<file path="src/rtl/bc_fir_sym_serial.sv">
// ---------------------------------------------------------------------------
// bc_fir_sym_serial
//
// Symmetric unsigned binary FIR with a private sample delay line and a
// runtime-loadable coefficient bank. Each accepted sample is processed by a
// single time-multiplexed multiplier over the H = (TAPS+1)/2 folded taps.
// The result is then scaled by SHIFT and presented with a one-cycle strobe.
//
// Ports
//   clock      : system clock, rising edge
//   reset_n    : asynchronous active-low reset
//   in_valid   : in_data carries a sample
//   in_ready   : block is idle and can take a sample (registered)
//   in_data    : input sample, WIDTH bits unsigned
//   coef_we    : coefficient write strobe (honoured only while idle)
//   coef_addr  : coefficient index 0..H-1, H-1 is the centre tap
//   coef_data  : coefficient value, COEF_W bits unsigned
//   out_valid  : one-cycle strobe, out_data is new
//   out_data   : filtered sample, held until the next strobe
//
// Build option
//   BC_FIR_SAT_EN : when defined, the scaled output saturates to all ones.
//                   When undefined, it keeps the low WIDTH bits (modulo wrap).
//
// Latency: accept on edge E0, MAC over cycles 1..H, out_valid in cycle H+1,
// in_ready back in cycle H+2.
// ---------------------------------------------------------------------------
module bc_fir_sym_serial #(
    parameter int unsigned WIDTH  = 16,
    parameter int unsigned TAPS   = 39,
    parameter int unsigned COEF_W = 12,
    parameter int unsigned SHIFT  = 12,
    parameter int unsigned ACC_W  = WIDTH + 1 + COEF_W + $clog2((TAPS + 1) / 2)
) (
    input  logic                                 clock,
    input  logic                                 reset_n,
    input  logic                                 in_valid,
    output logic                                 in_ready,
    input  logic [WIDTH-1:0]                     in_data,
    input  logic                                 coef_we,
    input  logic [$clog2((TAPS + 1) / 2)-1:0]    coef_addr,
    input  logic [COEF_W-1:0]                    coef_data,
    output logic                                 out_valid,
    output logic [WIDTH-1:0]                     out_data
);

    localparam int unsigned H      = (TAPS + 1) / 2;
    localparam int unsigned AW     = $clog2(H);
    localparam int unsigned XW     = $clog2(TAPS);
    localparam int unsigned PRE_W  = WIDTH + 1;
    localparam int unsigned PROD_W = PRE_W + COEF_W;

    typedef enum logic [1:0] {
        S_IDLE = 2'd0,
        S_MAC  = 2'd1,
        S_DONE = 2'd2
    } state_e;

    state_e                        state_q, state_d;
    logic [AW-1:0]                 k_q, k_d;
    logic [ACC_W-1:0]              acc_q, acc_d;
    logic [TAPS-1:0][WIDTH-1:0]    x_q, x_d;
    logic [H-1:0][COEF_W-1:0]      c_q, c_d;
    logic                          in_ready_q, in_ready_d;
    logic                          out_valid_q, out_valid_d;
    logic [WIDTH-1:0]              out_data_q, out_data_d;

    logic [XW-1:0]                 lo_idx;
    logic [XW-1:0]                 hi_idx;
    logic                          centre;
    logic [PRE_W-1:0]              pre_add;
    logic [PROD_W-1:0]             term;
    logic [ACC_W-1:0]              acc_sum;

    // Scale the accumulator down to the output width.
    function automatic logic [WIDTH-1:0] scale(input logic [ACC_W-1:0] a);
        logic [ACC_W-1:0] s;
        s = a >> SHIFT;
`ifdef BC_FIR_SAT_EN
        if (s > ACC_W'({WIDTH{1'b1}})) begin
            return {WIDTH{1'b1}};
        end
        return WIDTH'(s);
`else
        return WIDTH'(s);
`endif
    endfunction

    // Folded tap pair for the current k; the centre tap has no partner.
    assign lo_idx = XW'(k_q);
    assign hi_idx = XW'(TAPS - 1) - XW'(k_q);
    assign centre = (k_q == AW'(H - 1));

    always_comb begin
        pre_add = '0;
        if (centre) begin
            pre_add = {1'b0, x_q[lo_idx]};
        end else begin
            pre_add = PRE_W'(x_q[lo_idx]) + PRE_W'(x_q[hi_idx]);
        end
    end

    // Single shared multiplier and accumulate.
    assign term    = PROD_W'(pre_add) * PROD_W'(c_q[k_q]);
    assign acc_sum = acc_q + ACC_W'(term);

    // State and datapath registers.
    always_ff @(posedge clock or negedge reset_n) begin
        if (!reset_n) begin
            state_q     <= S_IDLE;
            k_q         <= '0;
            acc_q       <= '0;
            x_q         <= '0;
            c_q         <= '0;
            in_ready_q  <= 1'b0;
            out_valid_q <= 1'b0;
            out_data_q  <= '0;
        end else begin
            state_q     <= state_d;
            k_q         <= k_d;
            acc_q       <= acc_d;
            x_q         <= x_d;
            c_q         <= c_d;
            in_ready_q  <= in_ready_d;
            out_valid_q <= out_valid_d;
            out_data_q  <= out_data_d;
        end
    end

    // Next-state and output logic.
    always_comb begin
        state_d     = state_q;
        k_d         = k_q;
        acc_d       = acc_q;
        x_d         = x_q;
        c_d         = c_q;
        out_valid_d = 1'b0;
        out_data_d  = out_data_q;

        case (state_q)
            S_IDLE: begin
                // Write lands before the MAC reads it, so a same-cycle
                // accept already uses the new coefficient.
                if (coef_we && (32'(coef_addr) < H)) begin
                    c_d[coef_addr] = coef_data;
                end
                if (in_valid && in_ready_q) begin
                    x_d     = {x_q[TAPS-2:0], in_data};
                    acc_d   = '0;
                    k_d     = '0;
                    state_d = S_MAC;
                end
            end
            S_MAC: begin
                acc_d = acc_sum;
                if (centre) begin
                    // Capture the final sum here so out_data and out_valid
                    // rise together on entry to DONE.
                    state_d     = S_DONE;
                    out_valid_d = 1'b1;
                    out_data_d  = scale(acc_sum);
                end else begin
                    k_d = k_q + AW'(1);
                end
            end
            S_DONE: begin
                state_d = S_IDLE;
            end
            default: begin
                state_d = S_IDLE;
            end
        endcase

        in_ready_d = (state_d == S_IDLE);
    end

    assign in_ready  = in_ready_q;
    assign out_valid = out_valid_q;
    assign out_data  = out_data_q;

endmodule

</file>
<file path="config.mk">
export PLATFORM = sky130hd
export DESIGN_NAME = bc_fir_sym_serial
export DESIGN_NICKNAME = d
export VERILOG_FILES = /design/src/rtl/bc_fir_sym_serial.sv
export SDC_FILE = /design/constraint.sdc
export NUM_CORES = 2
export LEC_CHECK = 0
export CORE_UTILIZATION = 51
export DETAILED_ROUTE_END_ITERATION = 10
export GPL_TIMING_DRIVEN = 0
export PLACE_DENSITY_LB_ADDON = 0.1
export SETUP_SLACK_MARGIN = 0.4
export SLEW_MARGIN = 5
export SYNTH_ARGS = -nofsm -noshare
export SYNTH_HDL_FRONTEND = slang
export SYNTH_SLANG_ARGS = --single-unit
</file>
<file path="constraint.sdc">
create_clock -name clock -period 22.2 [get_ports clock]
set_input_delay 2.22 -clock clock [delete_from_list [all_inputs] [get_ports clock]]
set_output_delay 2.22 -clock clock [all_outputs]
set_load 0.05 [all_outputs]
</file>
==> impl_metrics.yaml <==
setup_path:
  crit_type: "flop to flop"
  worstRegToRegCells: 41
  cp.required_ns: 22.79
  slowest_stage: "buf_1"
  start_kind: "flop"
  critical-path-max-stage-delay_ns: 0.85
  crit_arrival_ns: 12.74
  worst-path-max-fanout: 10
  cpMostUsedCell: "fa_1"
  endpoint_kind: "flop"
  reg2reg_slack_ns: 10.05
power:
  powerDensity_mw_per_mm2: 137.5
  sw_frac_of_total_pct: 46.42
  combPwrFrac_pct: 54.8
  seqPwrFrac_pct: 24.5
  p_sw_mw: 3.807
  leakagePower_nw: 30.03
  max-vdd-ir-drop_mv: 0.1444
  clock_power_share_pct: 20.7
  p_int_mw: 4.394
  totalPowerFinal_mw: 8.201
detailed_routing:
  wirelength_mm: 184.9
  first_iter_violations: 4657
  viasPerCell: 6.032
  drt_first_pass_iters: 6
  vias: 40740
  wire_per_inst_um: 27.38
  drc: 0
  drt.antenna.violating_nets: 0
place:
  dp_cells: 6569
  dp_hpwl_mm: 133.3
  io_buffers: 42
  gp_congestion: 1.004
finish:
  final_cells: 6753
  fill_cells: 8985
  layout_common_cells: "2012 x nand2_1, 917 x dfrtp_1, 298 x mux4_2"
  drive_gt1_share_pct: 16.45
  ff_latch_area_mm2: 0.02295
  finish.utilization_pct: 57.23
  multi_input_area_mm2: 0.02816
  areaGrowthSynthToFinish_pct: 10.59
  layout_commonest_cell: "nand2_1"
  nNetsFinal: 5587
yosys:
  async_reset_ff_share_pct: 100.0
  yosys_register_bits: 917
  synthFlopType: "dfrtp_1"
  ys_types: 74
  synth_nets: 5433
  netlist_area_mm2: 0.05395
  synth_seq_area_share_pct: 42.54
  avgSynthCellArea_um2: 10.50
  synth_edf_count: 0
  synth_cells: 5138
  yosys_warnings: 0
clocking:
  ctsHoldBuffers: 0
  cts_resized: 0
  clock-sinks: 917
  numCtsBuffers: 101
  post_cts_buffers: 0
  clk_pin_slew_ns: 0.06
  h-tree-depth: 3
  clk_latency_ns: 0.74
  root_buffer: "clkbuf_16"
  cts_tree: "yes"
  clk_path_buf_depth: 3
sta:
  maxSlewViolCount: 0
  rsz0062_at_grt: "false"
  period_share_pct: 54.73
  tns_ns: 0
  skew_ns: 0.06544
  setup_viol: 0
  fmax_ghz: 0.08230
  timing.final.crit_period_ns: 12.15
  hold_violations: 0
  slew_headroom_pct: 5.488
  tightest_slew_ns: 1.418
floorplan:
  die-width_um: 327.2
  io-pin-count: 55
  rows: 118
  die-area_mm2: 0.1071
  core_area_mm2: 0.1042
  dieHeight_um: 327.2
  initial_core_util_pct: 51.75
global_routing:
  grt_pass1_vias: 40320
  antenna_found_initial: 2
  grt_pass1_wl_mm: 274.1
  grt_max_degree: 115
  grtUsageTotal_pct: 35.43
  grt_overflow: 0
hold_path:
  hold_class: "flop to flop"
  min_path_cells: 2
run_status:
  status: "completed"
job:
  drv_cap: 0
## power groups by stage
stage / registers (mW) / clock network [mW] / logic [mW]
after global routing: 2.03 / 1.78 / 4.86
final: 2.01 / 1.70 / 4.49
after global placement: 2.03 / 0 / 4.38
after detailed placement: 2.03 / 0 / 4.44
after floorplan: 2.00 / 0 / 2.96
after CTS: 2.00 / 1.71 / 4.44
## metrics by stage
stage	instance area, um2	hold WS (ns)	worst slack [ns]
final	59660	0.4564	10.05
after global routing	59650	0.4781	9.475
after CTS	59650	0.4643	10.26
after detailed placement	56350	0.4624	10.25
after global placement	56090	0.4560	-24.10
after floorplan	53950	0.4404	12.76
## path summary, 6_finish.rpt
path	from	to
max in group asynchronous	reset_n	c_q[71]
worst max-delay path	k_q[0]	acc_q[27]
min in group asynchronous	reset_n	x_q[13]
worst min-delay path	x_q[543]	x_q[559]
worst max register to register	k_q[0]	acc_q[27]
worst min register to register	x_q[543]	x_q[559]
## routing by layer
layer  GRT usage [%]  vias up  wire, um
met4           14.81        2      8639
met2           49.24     2168     76620
li1                -    17440         -
met1           50.41    20740     76350
met5               0        -        13
met3           12.50      390     23250
## cell type report
cell class / count / share of cell area (%)
buffer: 342 / 3.058
clock buffer: 142 / 4.830
antenna: 4 / 0.01678
sequential: 917 / 38.46
tap: 1380 / 2.894
multi-input combinational: 3608 / 47.20
inverter: 271 / 1.705
timing repair buffer: 51 / 1.128
clock inverter: 38 / 0.7047
## flip-flops by register name (all words and copies together) (netlist names)
name       count
x_q          624
c_q          240
acc_q         28
out_data      16
k_q            5
state_q        2
in_ready       1
out_valid      1
## Yosys cell counts (66+ instances only)
cell      count  area, um2
mux4_1       66       1734
mux4_2      298       6711
nor2_1      151      566.8
o21ai_0      68      340.3
mux2i_1      69      690.7
clkbuf_1    219      822.0
inv_1       268       1006
fa_1        176       3523
nand2_1    2012       7552
dfrtp_1     917      22950
mux2_2      285       3209
ha_1         82       1026
## worst max-delay path: cells and delay by family (launching register included)
kind | cells | cell delay, ns
AO/OA/AOI/OAI | 16 | 3.88
XOR/XNOR | 3 | 0.46
multiplexers | 1 | 0.39
AND/OR/NAND/NOR | 3 | 0.26
flip-flops | 1 | 0.43
buffers and inverters | 10 | 3.16
adder cells (fa/ha/maj) | 8 | 3.44
## cells by family (layout without fill, tap and decap cells)
kind of cell | count (synthesis) | after routing | synth area share (%)
DFF | 917 | 917 | 42.54
xor gates and xnor gates | 42 | 42 | 0.6819
and+or+nand+nor | 2316 | 2316 | 16.79
muxes | 723 | 723 | 23.11
other | 0 | 4 | 0
buffers and inverters | 613 | 844 | 5.265
AOI/OAI and AO/OA | 269 | 269 | 3.175
adders and majority gates | 258 | 258 | 8.433
(Power assumes the default switching activity.)
